<file path="src/rtl/shiftrow_elastic.sv">
// ShiftRows/InvShiftRows stage with a 2-entry elastic output buffer.
// Optional tag sideband enabled by defining SHIFTROW_ELASTIC_TAG_EN.
module shiftrow_elastic #(
  parameter int unsigned NB = 4
) (
  input  logic              clk,
  input  logic              rst,
  input  logic              flush,
  input  logic              in_valid,
  output logic              in_ready,
  input  logic              in_inv,
  input  logic [0:32*NB-1]  in_data,
  output logic              out_valid,
  input  logic              out_ready,
  output logic [0:32*NB-1]  out_data,
`ifdef SHIFTROW_ELASTIC_TAG_EN
  input  logic [3:0]        in_tag,
  output logic [3:0]        out_tag,
`endif
  output logic [1:0]        occupancy
);

  localparam int unsigned W = 32 * NB;

  if (!(NB == 4 || NB == 6 || NB == 7 || NB == 8)) begin : g_bad_nb
    $error("shiftrow_elastic: NB must be 4, 6, 7 or 8");
  end

  function automatic int unsigned row_off(input int unsigned r);
    if (r == 0) return 0;
    if (r == 1) return 1;
    if (r == 2) return (NB == 8) ? 3 : 2;
    return (NB == 4 || NB == 6) ? 3 : 4;
  endfunction

  logic [0:W-1] perm_data;

  // Both source columns are elaboration-time constants, so this is a 2:1 mux per byte.
  for (genvar r = 0; r < 4; r++) begin : g_row
    for (genvar c = 0; c < NB; c++) begin : g_col
      localparam int unsigned FwdSrc = (c + row_off(r)) % NB;
      localparam int unsigned InvSrc = (c + NB - row_off(r)) % NB;
      assign perm_data[8*(4*c+r) +: 8] = in_inv ? in_data[8*(4*InvSrc+r) +: 8]
                                                : in_data[8*(4*FwdSrc+r) +: 8];
    end
  end

  logic [0:W-1] slot0_q, slot1_q;
  logic [1:0]   count_q;
  logic         push, pop;

  assign in_ready  = (count_q != 2'd2);
  assign out_valid = (count_q != 2'd0);
  assign occupancy = count_q;
  assign out_data  = slot0_q;
  assign push      = in_valid && in_ready;
  assign pop       = out_valid && out_ready;

  // slot0 is always the head; it is left untouched when the last entry pops.
  always_ff @(posedge clk) begin
    if (rst) begin
      count_q <= 2'd0;
      slot0_q <= '0;
      slot1_q <= '0;
    end else if (flush) begin
      count_q <= 2'd0;
    end else begin
      if (pop && count_q == 2'd2) slot0_q <= slot1_q;
      if (push) begin
        if (count_q == 2'd0 || (count_q == 2'd1 && pop)) slot0_q <= perm_data;
        else slot1_q <= perm_data;
      end
      if (push && !pop) count_q <= count_q + 2'd1;
      else if (pop && !push) count_q <= count_q - 2'd1;
    end
  end

`ifdef SHIFTROW_ELASTIC_TAG_EN
  logic [3:0] tag0_q, tag1_q;

  assign out_tag = tag0_q;

  always_ff @(posedge clk) begin
    if (rst) begin
      tag0_q <= 4'd0;
      tag1_q <= 4'd0;
    end else if (!flush) begin
      if (pop && count_q == 2'd2) tag0_q <= tag1_q;
      if (push) begin
        if (count_q == 2'd0 || (count_q == 2'd1 && pop)) tag0_q <= in_tag;
        else tag1_q <= in_tag;
      end
    end
  end
`endif

endmodule

</file>
<file path="config.mk">
export PLATFORM = sky130hd
export DESIGN_NAME = shiftrow_elastic
export DESIGN_NICKNAME = d
export VERILOG_FILES = /design/src/rtl/shiftrow_elastic.sv
export SDC_FILE = /design/constraint.sdc
export NUM_CORES = 1
export LEC_CHECK = 0
export ABC_CLOCK_PERIOD_IN_PS = 1960
export BUFFER_PORTS_ARGS = -buffer_cell sky130_fd_sc_hd__clkbuf_2
export CORE_MARGIN = 2
export CORE_UTILIZATION = 30
export DETAILED_ROUTE_END_ITERATION = 8
export PLACE_DENSITY = 0.59
export REMOVE_ABC_BUFFERS = 1
export SLEW_MARGIN = 20
export SYNTH_ARGS = -nofsm -noshare
export SYNTH_HDL_FRONTEND = slang
export SYNTH_SLANG_ARGS = --single-unit
export TNS_END_PERCENT = 1
</file>
<file path="constraint.sdc">
create_clock -name clk -period 1.96 [get_ports clk]
set_input_delay 0.098 -clock clk [delete_from_list [all_inputs] [get_ports clk]]
set_output_delay 0.098 -clock clk [all_outputs]
set_load 0.005 [all_outputs]
</file>
After elaboration in Yosys (flattened, before gate mapping). Cells that the tools add are included.

Reductions and logical operators: 14. Mux-type cells: 13. Bitwise operators: 2. $add $sub $neg: 2. Equal/unequal tests: 3.

Operator list (count): 128-bit two-way mux (3); 8-bit two-way mux (8); 1-bit logical AND (6); 2-bit two-way mux (2); 2-bit nonzero test (2); 3-bit AND reduction (1); 2-bit by 1-bit adder with 2-bit output, second input constant (1); 2-bit by 1-bit == test with 1-bit output, second input constant (1); 2-bit == test, second input constant (1); 1-bit logical NOT (2); 2-bit logical NOT (1); 2-bit != test, second input constant (1); 1-bit inverter (2); 2-bit OR reduction (1); 2-bit by 1-bit subtractor with 2-bit output, second input constant (1); 1-bit logical OR (1).

Input bits: 134. Output and inout bits: 132. Flip-flop bits (word level): 258. Logic and storage cells: 37.

Logic depth before layout (Yosys ltp). Gate-level depths: netlist (run 1).

Depth after elaboration: 6. Mapped depth: 10. Mapped depth without buffers: 8.

Worst setup path before layout (run 1). OpenSTA, ideal clock, no wires.

Path type: reg2reg. Start: register count_q[0], in the netlist occupancy[0]. End: register count_q[0], in the netlist occupancy[0]. Path buffers: 2. Arrival time: 1.861 ns. Period minus slack after synthesis: 1.939 ns. Setup time: 0.078 ns. Setup slack: 0.021 ns. Cell stages (with the launch flop): 10. Required time: 1.882 ns. Cell sequence: dfxtp_1 > inv_1 > ha_1 > nand2b_4 > buf_6 > inv_1 > clkbuf_1 > ha_1 > xor2_1 > nor3_1.

Longest elaborated chain between the ends: 5. Elaborated cells on any way between the ends: 13. Classes of those cells: add/sub (2); eq/ne (1); mux (2); reduce/logical (8).

Ends and longest elaborated chain: from (decl) (line 49) `logic [1:0] count_q;`; from (signal assigned) (line 73) `if (push && !pop) count_q <= count_q + 2'd1;`; from (signal assigned) (line 74) `else if (pop && !push) count_q <= count_q - 2'd1;`; branches (longest 5 deep; another with 2-bit by 1-bit subtractor with 2-bit output).

Parallel ways; which one is timed is not known. The select of a mux whose other input is x is not followed. A chain may end at the register's enable or synchronous reset.

Final worst setup path (run 1).
Start: register count_q[0], in the netlist occupancy[0]. End: register slot0_q, in the netlist out_data[41].

Longest elaborated chain between the ends: 6. Elaborated cells on any way between the ends: 13. Classes of those cells: eq/ne (3); mux (3); reduce/logical (7).

Ends and longest elaborated chain: 2-bit nonzero test (line 53) `assign out_valid = (count_q != 2'd0);`; 1-bit logical AND (line 57) `assign pop = out_valid && out_ready;`; 1-bit logical AND, on equally long branches (line 68, 70); 128-bit two-way mux or 1-bit logical OR (tied branches) (line 68, 70); 128-bit two-way mux (line 70) `if (count_q == 2'd0 || (count_q == 2'd1 && pop)) slot0_q <= perm_data;`; 128-bit two-way mux (*) (line 69) `if (push) begin`; to (signal assigned) (line 68) `if (pop && count_q == 2'd2) slot0_q <= slot1_q;`; to (signal assigned) (line 70); to (decl) (line 48) `logic [0:W-1] slot0_q, slot1_q;`.

Every way passes the cells marked *; elsewhere a longest branch is shown, timed or not.

==> results by group, run 1 <==
Synthesis
  • Ys flop type: dfxtp_1
  • Synthesized area per cell: 8.790 um2
  • Gate Count Post-Synth: 1516
  • Post-synth top area cell: dfxtp_1
  • Mux contribution to synthesized area: 0.04883
  • Post-synthesis simple-gate area fraction: 0.2157
  • Sequential element share of the synthesized area: 0.3876
  • Synth Area in XOR/XNOR: 0.001315
  • Post-synth top cells: dfxtp_1 (258), nand2_1 (129), nand3b_1 (129)
  • Top-count cell post-synth: dfxtp_1
  • Area fraction of the dominant cell type after synthesis: 0.3876
  • Ranking of synthesized cells by area: dfxtp_1 (39%), a41oi_1 (8.4%), nand3b_1 (7.3%)
  • Synthesized flop and latch total: 258
  • Post-synth EDFFs: 0
  • Yosys cell types: 30
  • Synth async-reset ratio: 0
  • Largest family of logic cells by synthesized area: compound AO/OA/AOI/OAI gates
  • Post-synthesis adder-cell area fraction: 0.003756
  • Synth Warn #: 0
  • Synthesized cell area: between 0.01 and 0.015 mm2
  • Compound-Gate Fraction of Synth Area: 0.2656

Setup path
  • Slowest-stage cell, CP: or4_1
  • CP startpoint kind: flop
  • Worst Path Required: 2.42 ns
  • Crit path buf inv count: 4
  • CP delay by family, top: buffers and inverters
  • Crit-path max FO: 19
  • R2r worst-path depth: 8
  • CP arrival: 2.41 ns
  • WS Path Type: reg -> reg
  • Worst Setup End Kind: flop
  • Cell Chain, Critical Path: buf_4 -> ha_4 -> a21oi_4 -> buf_12 -> clkbuf_16 -> clkbuf_16 -> or4_1 -> a41oi_2
  • Reg2Reg Setup Slack: 0.009 ns
  • CP most frequent cell: clkbuf_16
  • Terminus of the critical flop-to-flop path: out_data[41]$_SDFFE_PP0N_
  • Reg2reg start: occupancy[0]$_SDFFE_PP0P_
  • Delay of the slowest cell on the worst path: 0.50 ns

Route
  • Pre-antenna DRT Iters: 5
  • Routed WL: 48.73 mm
  • Starting DRT DRC Count: 1246
  • Wire per inst: 19.66 um
  • Vias: 14150
  • DRT antenna net count: 0
  • Via-to-Cell Ratio: 5.708
  • DRC viols: 0

Timing
  • Final period utilization: 0.9954
  • Slew @ Worst Pin: between 0.5 and 0.6 ns
  • Relative slew slack: 0.6577
  • Setup violations, final: 0
  • Final Skew: 0.008616 ns
  • Hold Fails Final Rpt: 0
  • RSZ-0062 raised after global routing: true
  • Pins Over Slew Limit: 0
  • Min Clock Period, post-route: 1.951 ns
  • Maximum clock frequency: ~510 MHz

Power and ir drop
  • Sequential Power Share: 0.382
  • Clock network power share: 0.404
  • Pint: 10870 uW
  • Peak VDD IR: a little over 500 uV
  • Switching Share: 0.2937
  • Comb pwr share: 0.215
  • Total leakage power: between 0.006 and 0.007 uW
  • Switch Pwr: 4521 uW
  • Pwr/cell area: 822.5 mW/mm2

Floorplanning
  • # IOs: 266
  • Core area: roughly 0.044 mm2
  • Initial Util: 0.3027
  • Die Y: 214.8 um
  • Chip width: 214.8 um
  • Die Area: ~0.046 mm2
  • Row count: 77

Finish
  • P&R area growth vs syn: 40.44%
  • Antenna cells: 0
  • Design area: ~0.019 mm2
  • Fin util: 0.4250
  • Share of cells above drive strength 1: 0.2459
  • Final #Nets: about 2000

Place
  • Cell Area, Placed: 0.01566 mm2
  • Final HPWL DP: between 20 and 30 mm
  • Placer congestion estimate: 0.7749
  • IO Port Bufs: ~270

Worst hold path
  • Hold EP: slot1_q[77]$_SDFFE_PP0P_
  • Min-delay src: in_data[109]
  • Hold crit path type: in -> reg
  • WHS Path Cells: 3

Clock tree
  • Clock root cell: clkbuf_16
  • Number of buffers created by CTS: 34
  • Clock buffer depth: 3
  • Clk sink count: 258
  • Clk pin slew, worst setup/hold paths: 0.06 ns
  • Worst-Skew Late Latency: 0.53 ns
  • Clock H-tree levels: 2
  • CTS tree: done

Global route
  • Largest net degree at the start of global routing: 94
  • Initial antenna violation count: 0
  • GRT Overall Usage: 0.1960
  • Gr ovfl total: 0
  • Vias in the first global route: 13670
  • First-pass GRT wire length: roughly 75 mm

Run
  • Max_cap viols: 0

Run status
  • Outcome: complete, no violations
-- power groups by stage --
stage / logic, uW / registers, uW / clock network [uW]
2_1_floorplan: 1220 / 5930 / 0
3_3_place_gp: 2710 / 5970 / 0
3_5_place_dp: 2760 / 5980 / 0
4_1_cts: 3050 / 5870 / 6330
5_1_grt: 3570 / 5910 / 6550
6_report: 3300 / 5880 / 6210
-- worst max-delay path by stage --
| stage | startpoint | end | slack [ns] | cells after the start |
|---|---|---|---|---|
| final | occupancy[0]$_SDFFE_PP0P_ | out_data[41]$_SDFFE_PP0N_ | 0.009 | 8 |
| after CTS | occupancy[1]$_SDFFE_PP0P_ | occupancy[0]$_SDFFE_PP0P_ | 0.008 | 7 |
| after global placement | occupancy[0]$_SDFFE_PP0P_ | occupancy[1]$_SDFFE_PP0P_ | 0.007 | 8 |
| after global routing | occupancy[0]$_SDFFE_PP0P_ | out_data[90]$_SDFFE_PP0N_ | -0.04 | 8 |
| after detailed placement | occupancy[1]$_SDFFE_PP0P_ | occupancy[0]$_SDFFE_PP0P_ | -0.03 | 7 |
| after floorplan | occupancy[0]$_SDFFE_PP0P_ | slot1_q[104]$_SDFFE_PP0P_ | -6.31 | 5 |
-- per-layer routing --
layer / wire length (um) / global-route usage / up-vias
met5: 0 / 0 / -
met4: 1050 / 0.06620 / 0
met3: 3013 / 0.03241 / 64
met2: 23020 / 0.3190 / 527
met1: 21640 / 0.2631 / 6948
li1: - / - / 6611
-- metrics by stage --
step	instances	hold WS, ns	setup slack, ns	setup TNS (ns)	total power (uW)
after detailed placement	2259	0.3616	-0.02554	-0.03805	8741
after global placement	2259	0.3500	0.006553	0	8677
final	2479	0.007976	0.008928	0	15390
after global routing	2479	0.06487	-0.03622	-0.09969	16040
after floorplan	1305	0.1671	-6.312	-1491.93	7151
after CTS	2467	0.001518	0.007772	0	15250
-- worst reg2reg max path: cells and delay by family, from the launching register on --
| kind | cells | cell delay (ns) |
|---|---|---|
| buffers and inverters | 4 | 0.63 |
| and+or+nand+nor | 1 | 0.50 |
| DFF | 1 | 0.34 |
| AOI/OAI and AO/OA | 2 | 0.26 |
| adders and majority gates | 1 | 0.16 |
-- kinds of logic after synthesis --
kind of cell | after synthesis
adders and majority gates | 4
muxes | 65
AOI/OAI and AO/OA | 514
buffers and inverters | 216
and+or+nand+nor | 457
xor gates and xnor gates | 2
DFF | 258
-- final cells by class --
class,instances,area (um2)
fill,4272,25310
multi-input combinational,1042,7347
tap,592,740.7
clock buffer,54,1080
sequential,258,5167
timing repair buffer,522,4328
clock inverter,6,32.53
inverter,5,18.77
-- flip-flops by register name, summed over array words and instances (netlist names) --
signal / count
occupancy: 2
out_data: 128
slot1_q: 128
-- repair_timing --
| action | 4_1_cts | 5_1_grt |
|---|---|---|
| hold buffers | 146 | 0 |
| cloned | 1 | 7 |
| buffers inserted | 1 | 5 |
| resized for setup | 4 | 31 |
| pin swaps | 0 | 1 |
| hold endpoints to repair | 186 | 0 |
| setup endpoints to repair | 7 | 93 |
-- cells in the final DEF (no fill, tap or decap), drive strengths merged --
master	Yosys	final
mux2i	65	65
xnor2	1	1
xor2	1	1
nor3	2	2
clkinvlp	0	1
a41oi	128	128
and3b	1	1
buf	113	105
o211ai	128	128
clkinv	0	5
nand3b	129	129
nand4b	64	64
nor3b	1	1
nand2	129	129
a211oi	64	64
nor2	1	1
o21ai	64	64
a21oi	129	129
a21o	1	1
dfxtp	258	258
nand2b	1	1
or4	64	64
nand3	64	64
clkbuf	98	325
dlygate4sd3	0	146
ha	4	4
inv	5	5
or3b	1	1
No activity file was read; power rests on OpenSTA's default activity.
==> run 2: changes to the inputs <==
- CELL_PAD_IN_SITES_DETAIL_PLACEMENT: unset -> 1
- CELL_PAD_IN_SITES_GLOBAL_PLACEMENT: unset -> 1
- PLACE_DENSITY: 0.59 -> 0.72
==> run 2 against run 1 <==
Clock-buffer cell count fell by 5. Total power fell by 4.1%. First-iteration DRC count fell by 13%. Clock power fell by 8.7%. Non-clock buffer count fell by 10. Clock skew rose by 0.0017 ns. Combinational power fell by 2%. Largest cell class unchanged.
==> results by group, run 2 (same netlist as run 1, synthesis figures left out) <==
Timing
  • Maximum clock frequency: 520.9 MHz (+1.6%)
  • Relative slew slack: 0.6370 (-0.02067)
  • Setup TNS: 0 ns (unchanged)
  • Final Skew: 0.01031 ns (+0.001693 ns)
  • Pins Over Slew Limit: 0 (unchanged)
  • Final period utilization: 0.9794 (-0.01602)
  • Slew @ Worst Pin: 0.5445 ns (+0.03101 ns)
  • RSZ-0062 raised after global routing: true
  • Min Clock Period, post-route: 1.920 ns (-0.03141 ns)
  • Setup violations, final: 0 (unchanged)
  • Final WS setup: 0.04033 ns (+0.03141 ns)
  • Hold Fails Final Rpt: 0 (unchanged)

Finish
  • Final #Nets: 1988 (-0.65%)
  • Antenna cells: 0 (unchanged)
  • Area of the multi-input gates: 0.007400 mm2 (+0.72%)
  • Share of cells above drive strength 1: 0.2345 (-0.01138)
  • Fin util: 0.4202 (-0.004831)
  • Most frequent cells in the layout: clkbuf_2 (262), dfxtp_1 (258), dlygate4sd3_1 (160), nand2_1 (129), nand3b_1 (129)
  • Fillcell total: 5002 (+17%)
  • Register area: 0.005165 mm2 (about the same)
  • P&R area growth vs syn: 38.85%
  • Most common library cell in the layout ignoring fill and taps: clkbuf_2

Global route
  • Largest net degree at the start of global routing: 145 (+54%)
  • Vias in the first global route: 14770 (+8.0%)
  • First-pass GRT wire length: 82.41 mm (+10%)
  • Gr ovfl total: 0 (unchanged)
  • GRT Overall Usage: 0.2145 (+0.01856)
  • Initial antenna violation count: 0 (unchanged)

Route
  • Pre-antenna DRT Iters: 5 (unchanged)
  • Routed WL: 51.55 mm (+5.8%)
  • Wire per inst: 20.92 um (+6.4%)
  • Starting DRT DRC Count: 1087 (-13%)
  • Vias: 14140 (-0.049%)
  • DRC viols: 0 (unchanged)
  • DRT antenna net count: 0 (unchanged)
  • Via-to-Cell Ratio: 5.740 (+0.56%)

Setup path
  • Reg2Reg Setup Slack: 0.04 ns (+0.03 ns)
  • Worst Setup EP: out_data[124]$_SDFFE_PP0N_
  • Delay of the slowest cell on the worst path: 0.51 ns (about the same)
  • Worst setup startpoint: occupancy[0]$_SDFFE_PP0P_
  • CP arrival: 2.40 ns (about the same)
  • Crit-path max FO: 37 (+18)
  • Cell Chain, Critical Path: buf_4 -> ha_2 -> a21oi_4 -> buf_12 -> buf_12 -> or4_1 -> a41oi_2
  • Terminus of the critical flop-to-flop path: out_data[124]$_SDFFE_PP0N_
  • Worst Path Required: 2.44 ns (+0.02 ns)
  • CP most frequent cell: buf_12
  • Crit. path cell count: 7 (-1)
  • CP delay by family, top: simple AND/OR/NAND/NOR gates
  • Slowest-stage cell, CP: or4_1
  • Crit path buf inv count: 3 (-1)
  • WS Path Type: reg -> reg
  • R2r worst-path depth: 7 (-1)
  • Reg2reg start: occupancy[0]$_SDFFE_PP0P_
  • Worst Setup End Kind: flop
  • CP startpoint kind: flop

Clock tree
  • Clock root cell: clkbuf_16
  • Clock H-tree levels: 1 (-1)
  • Clk pin slew, worst setup/hold paths: 0.06 ns (about the same)
  • Clk sink count: 258 (unchanged)
  • Number of buffers created by CTS: 31 (-8.8%)
  • Worst-Skew Late Latency: 0.57 ns (+0.04 ns)
  • Clock buffer depth: 3 (unchanged)
  • CTS tree: done

Power and ir drop
  • Switch Pwr: 4418 uW (-2.3%)
  • Switching Share: 0.2991 (+0.005425)
  • Peak VDD IR: 698.3 uV (+36%)
  • Pint: 10350 uW (-4.8%)
  • Clock network power share: 0.384 (-0.020)
  • Comb pwr share: 0.219 (+0.004)
  • Pwr/cell area: 798.2 mW/mm2 (-3.0%)
  • Total leakage power: 0.006238 uW (-2.7%)
  • Sequential Power Share: 0.397 (+0.015)

Place
  • IO Port Bufs: 265 (unchanged)
  • Placer congestion estimate: 0.7475 (-3.5%)
  • Final HPWL DP: 30.22 mm (+7.7%)
  • Pre-CTS WS: -0.09145 ns (-0.06591 ns)

Run
  • Max_cap viols: 0 (unchanged)

Floorplanning
  • # IOs: 266 (unchanged)
  • Die Y: 214.8 um (unchanged)
  • Row count: 77 (unchanged)
  • Core area: 0.04403 mm2 (unchanged)
  • Initial Util: 0.3027 (unchanged)
  • Die Area: 0.04612 mm2 (unchanged)
  • Chip width: 214.8 um (unchanged)

Worst hold path
  • Hold crit path type: in -> reg

Run status
  • Outcome: complete, no violations
## run 2: cell types whose count changed in the layout (fill, tap and decap cells not counted), moves of 3 or more
| cell | delta |
|---|---|
| a211oi_1 | -3 |
| a211oi_2 | +3 |
| a41oi_1 | -9 |
| a41oi_2 | +9 |
| buf_12 | +3 |
| buf_4 | -22 |
| buf_6 | +3 |
| clkbuf_16 | -12 |
| dlygate4sd3_1 | +14 |
| ha_4 | -3 |
## run 2: worst min path at each step
stage,from,end,depth (start not counted)
detailed placement,in_data[68],slot1_q[68]$_SDFFE_PP0P_,3
floorplan,rst,slot1_q[0]$_SDFFE_PP0P_,1
global placement,in_data[64],slot1_q[64]$_SDFFE_PP0P_,3
finish,rst,out_data[92]$_SDFFE_PP0N_,2
global route,rst,out_data[92]$_SDFFE_PP0N_,2
CTS,rst,slot1_q[7]$_SDFFE_PP0P_,2
## run 2: power by group through the flow
stage                     Sequential, uW  Combinational [uW]  Clock (uW)
after floorplan                     5930                1220           0
after global placement              5950                2760           0
after detailed placement            5970                2830           0
after CTS                           5860                3120        5830
after global routing                5910                3500        6030
final                               5870                3230        5670
## run 2: layout make-up
type                    instances  area share
repair buffers                512      0.2266
multi-input cells            1042      0.3999
flip-flops and latches        258      0.2792
inverters                       5    0.001014
well taps                     592     0.04004
clock inverters                 6    0.003314
clock buffers                  49     0.04991
## run 2: timing repair
action / CTS / global route
gates cloned: 0 / 1
buffers inserted: 1 / 1
hold buffers: 160 / 0
pin swaps: 0 / 1
hold endpoints to repair: 195 / 0
setup endpoints to repair: 99 / 73
gates resized for setup: 5 / 35
## run 2: metal layers
metal / part of all wire / vias to the layer above / global-route usage
li1: - / 6595 / -
met3: 0.053 / 68 / 0.03907
met2: 0.49 / 361 / 0.3693
met1: 0.44 / 7119 / 0.2761
met4: 0.018 / 0 / 0.05486
met5: 0 / - / 0
## run 2: per-stage QoR
stage          std cells  total power, uW  hold slack (ns)  cell area (um2)
5_1_grt             2464            15440          0.05837            18500
3_3_place_gp        2246             8701           0.3559            15610
4_1_cts             2462            14810          0.01484            18220
3_5_place_dp        2246             8797           0.3603            15610
6_report            2464            14770          0.06038            18500
2_1_floorplan       1305             7151           0.1671            12320
==> run 3: changes to the inputs <==
--- a/config.mk
+++ b/config.mk
@@ -10,4 +10,5 @@
 export CELL_PAD_IN_SITES_DETAIL_PLACEMENT = 1
 export CELL_PAD_IN_SITES_GLOBAL_PLACEMENT = 1
+export CORE_ASPECT_RATIO = 1.1
 export CORE_MARGIN = 2
 export CORE_UTILIZATION = 30
==> constraint.sdc (replaced) <==
create_clock -name clk -period 1.96 [get_ports clk]
set_input_delay 0.098 -clock clk [delete_from_list [all_inputs] [get_ports clk]]
set_output_delay 0.098 -clock clk [all_outputs]
set_load 0.02 [all_outputs]
==> run 3 against run 2 <==
Maximum frequency increased by 1.1%. Register-to-register slack better by 0.02 ns. First-iteration DRC count is 28% lower. Cell count grew 0.12%. Critical path type unchanged. Largest power group unchanged. Worst hold slack better by 0.026 ns. Utilization decreased by 0.62 points. Critical path depth down 1. Via count increased by 0.36%. Global-route usage increased by 0.18 points. Largest cell class unchanged.
==> results by group, run 3 (same netlist as run 1, synthesis figures left out) <==
Finish
  • Most frequent cells in the layout: clkbuf_2 (262), dfxtp_1 (258), dlygate4sd3_1 (161), nand2_1 (129), nand3b_1 (129)
  • P&R area growth vs syn: 37.30%
  • Final #Nets: 2002 (+0.70%)
  • Fillcell total: 5095 (+1.9%)
  • Share of cells above drive strength 1: 0.2276 (-0.006922)
  • Design area: 0.01830 mm2 (-1.1%)
  • Most common library cell in the layout ignoring fill and taps: clkbuf_2

Setup path
  • Reg2reg start: occupancy[0]$_SDFFE_PP0P_
  • Worst Path Required: 2.44 ns (about the same)
  • CP arrival: 2.38 ns (-0.02 ns)
  • CP startpoint kind: flop
  • Worst Setup End Kind: flop
  • Crit-path max FO: 53 (+43%)
  • Terminus of the critical flop-to-flop path: out_data[94]$_SDFFE_PP0N_
  • Worst setup startpoint: occupancy[0]$_SDFFE_PP0P_
  • R2r worst-path depth: 6 (-1)
  • Reg2Reg Setup Slack: 0.06 ns (+0.02 ns)
  • WS Path Type: reg -> reg

Run status
  • Outcome: complete, no violations

Timing
  • Final period utilization: 0.9684 (-0.01105)
  • Maximum clock frequency: 526.9 MHz (+1.1%)
  • Slew @ Worst Pin: 0.5870 ns (+0.04255 ns)
  • RSZ-0062 raised after global routing: true
  • Relative slew slack: 0.6086 (-0.02837)
  • Min Clock Period, post-route: 1.898 ns (-0.02166 ns)
  • Pins Over Slew Limit: 0 (unchanged)
  • Setup violations, final: 0 (unchanged)
  • Final Skew: 0.008824 ns (-0.001486 ns)
  • Hold Fails Final Rpt: 0 (unchanged)

Clock tree
  • Clock buffer depth: 3 (unchanged)
  • Worst-Skew Late Latency: 0.57 ns (about the same)
  • Clk pin slew, worst setup/hold paths: 0.06 ns (about the same)
  • Clock root cell: clkbuf_16
  • CTS tree: done
  • Number of buffers created by CTS: 30 (-3.2%)
  • Clk sink count: 258 (unchanged)
  • Clock H-tree levels: 1 (unchanged)

Floorplanning
  • Chip width: 204.9 um (-4.6%)
  • Initial Util: 0.3016 (-0.001088)
  • # IOs: 266 (unchanged)
  • Row count: 81 (+5.2%)
  • Die Y: 225.0 um (+4.8%)
  • Die Area: 0.04612 mm2 (about the same)
  • Core area: 0.04419 mm2 (+0.36%)

Route
  • Wire per inst: 20.95 um (+0.14%)
  • DRC viols: 0 (unchanged)
  • Vias: 14190 (+0.36%)
  • Starting DRT DRC Count: 784 (-28%)
  • DRT antenna net count: 0 (unchanged)
  • Routed WL: 51.69 mm (+0.27%)
  • Pre-antenna DRT Iters: 5 (unchanged)
  • Via-to-Cell Ratio: 5.754 (+0.24%)

Power and ir drop
  • Clock network power share: 0.374 (-0.010)
  • Pint: 10190 uW (-1.6%)
  • Peak VDD IR: 548.1 uV (-22%)
  • Total leakage power: 0.006251 uW (+0.20%)
  • Sequential Power Share: 0.394 (-0.003)
  • Switching Share: 0.3155 (+0.01631)
  • Pwr/cell area: 813.5 mW/mm2 (+1.9%)
  • Comb pwr share: 0.231 (+0.012)
  • Switch Pwr: 4695 uW (+6.3%)
  • Final Total Pwr: 14880 uW (+0.78%)

Worst hold path
  • Hold crit path type: in -> reg
  • WHS Path Cells: 3 (+1)
  • Hold EP: slot1_q[60]$_SDFFE_PP0P_
  • Min-delay src: in_data[28]

Global route
  • Vias in the first global route: 14710 (-0.41%)
  • Initial antenna violation count: 1 (+1)
  • Gr ovfl total: 0 (unchanged)
  • GRT Overall Usage: 0.2163 (+0.001788)
  • Largest net degree at the start of global routing: 142 (-2.1%)
  • First-pass GRT wire length: 81.57 mm (-1.0%)

Place
  • Placer congestion estimate: 0.7572 (+1.3%)
  • Final HPWL DP: 31.00 mm (+2.6%)
  • Cell Area, Placed: 0.01562 mm2 (about the same)
  • IO Port Bufs: 265 (unchanged)

Run
  • Max_cap viols: 0 (unchanged)
## run 3: routing by layer
layer / global-route usage / up-vias / wire, um
li1: - / 6593 / -
met1: 0.2773 / 7169 / 22340
met2: 0.3752 / 368 / 25850
met3: 0.03239 / 64 / 2497
met4: 0.06150 / 0 / 1002
met5: 0 / - / 0
## run 3: final cells by class
cell class	instances	area, um2	area share
clock buffers	41	863.3	0.04719
well taps	581	726.9	0.03973
multi-input cells	1042	7216	0.3944
diodes	1	2.502	0.0001368
repair buffers	527	4202	0.2297
inverters	5	18.77	0.001026
clock inverters	12	101.3	0.005540
flip-flops and latches	258	5165	0.2823
## run 3: critical path, stage by stage (launching register included)
cell	delay, ns
dfxtp_1	0.33
inv_1	0.08
ha_2	0.22
nand2b_4	0.20
buf_12	0.19
or4_1	0.55
a41oi_1	0.18
## run 3: timing repair
action / 4_1_cts / 5_1_grt
hold buffers: 161 / 0
setup endpoints to repair: 0 / 119
buffers inserted: 0 / 1
gates resized for setup: 0 / 10
hold endpoints to repair: 211 / 0
## run 3: power by group through the flow
stage	Sequential, uW	Clock, uW	Combinational [uW]
after floorplan	6190	0	1230
after global placement	5950	0	3020
after detailed placement	5980	0	3090
after CTS	5860	5720	3370
after global routing	5910	5960	3710
final	5870	5570	3440
## run 3: worst max-delay path by stage
stage / endpoint / cells after the start
CTS: out_data[81]$_SDFFE_PP0N_ / 7
finish: out_data[94]$_SDFFE_PP0N_ / 6
global route: occupancy[0]$_SDFFE_PP0P_ / 8
floorplan: slot1_q[104]$_SDFFE_PP0P_ / 5
global placement: slot1_q[106]$_SDFFE_PP0P_ / 6
detailed placement: out_data[81]$_SDFFE_PP0N_ / 7
## run 3: per-stage QoR
step / instances / setup TNS, ns / hold WS (ns) / utilization / setup WS [ns]
after floorplan: 1305 / -1525.81 / 0.1671 / - / -6.444
after global placement: 2250 / 0 / 0.3506 / 0.3536 / 0.09306
after detailed placement: 2250 / 0 / 0.3558 / 0.3536 / 0.02237
after CTS: 2464 / 0 / 0.06669 / 0.4119 / 0.001936
after global routing: 2467 / -0.1433 / 0.1440 / 0.4140 / -0.04284
final: 2467 / 0 / 0.08679 / 0.4140 / 0.06199
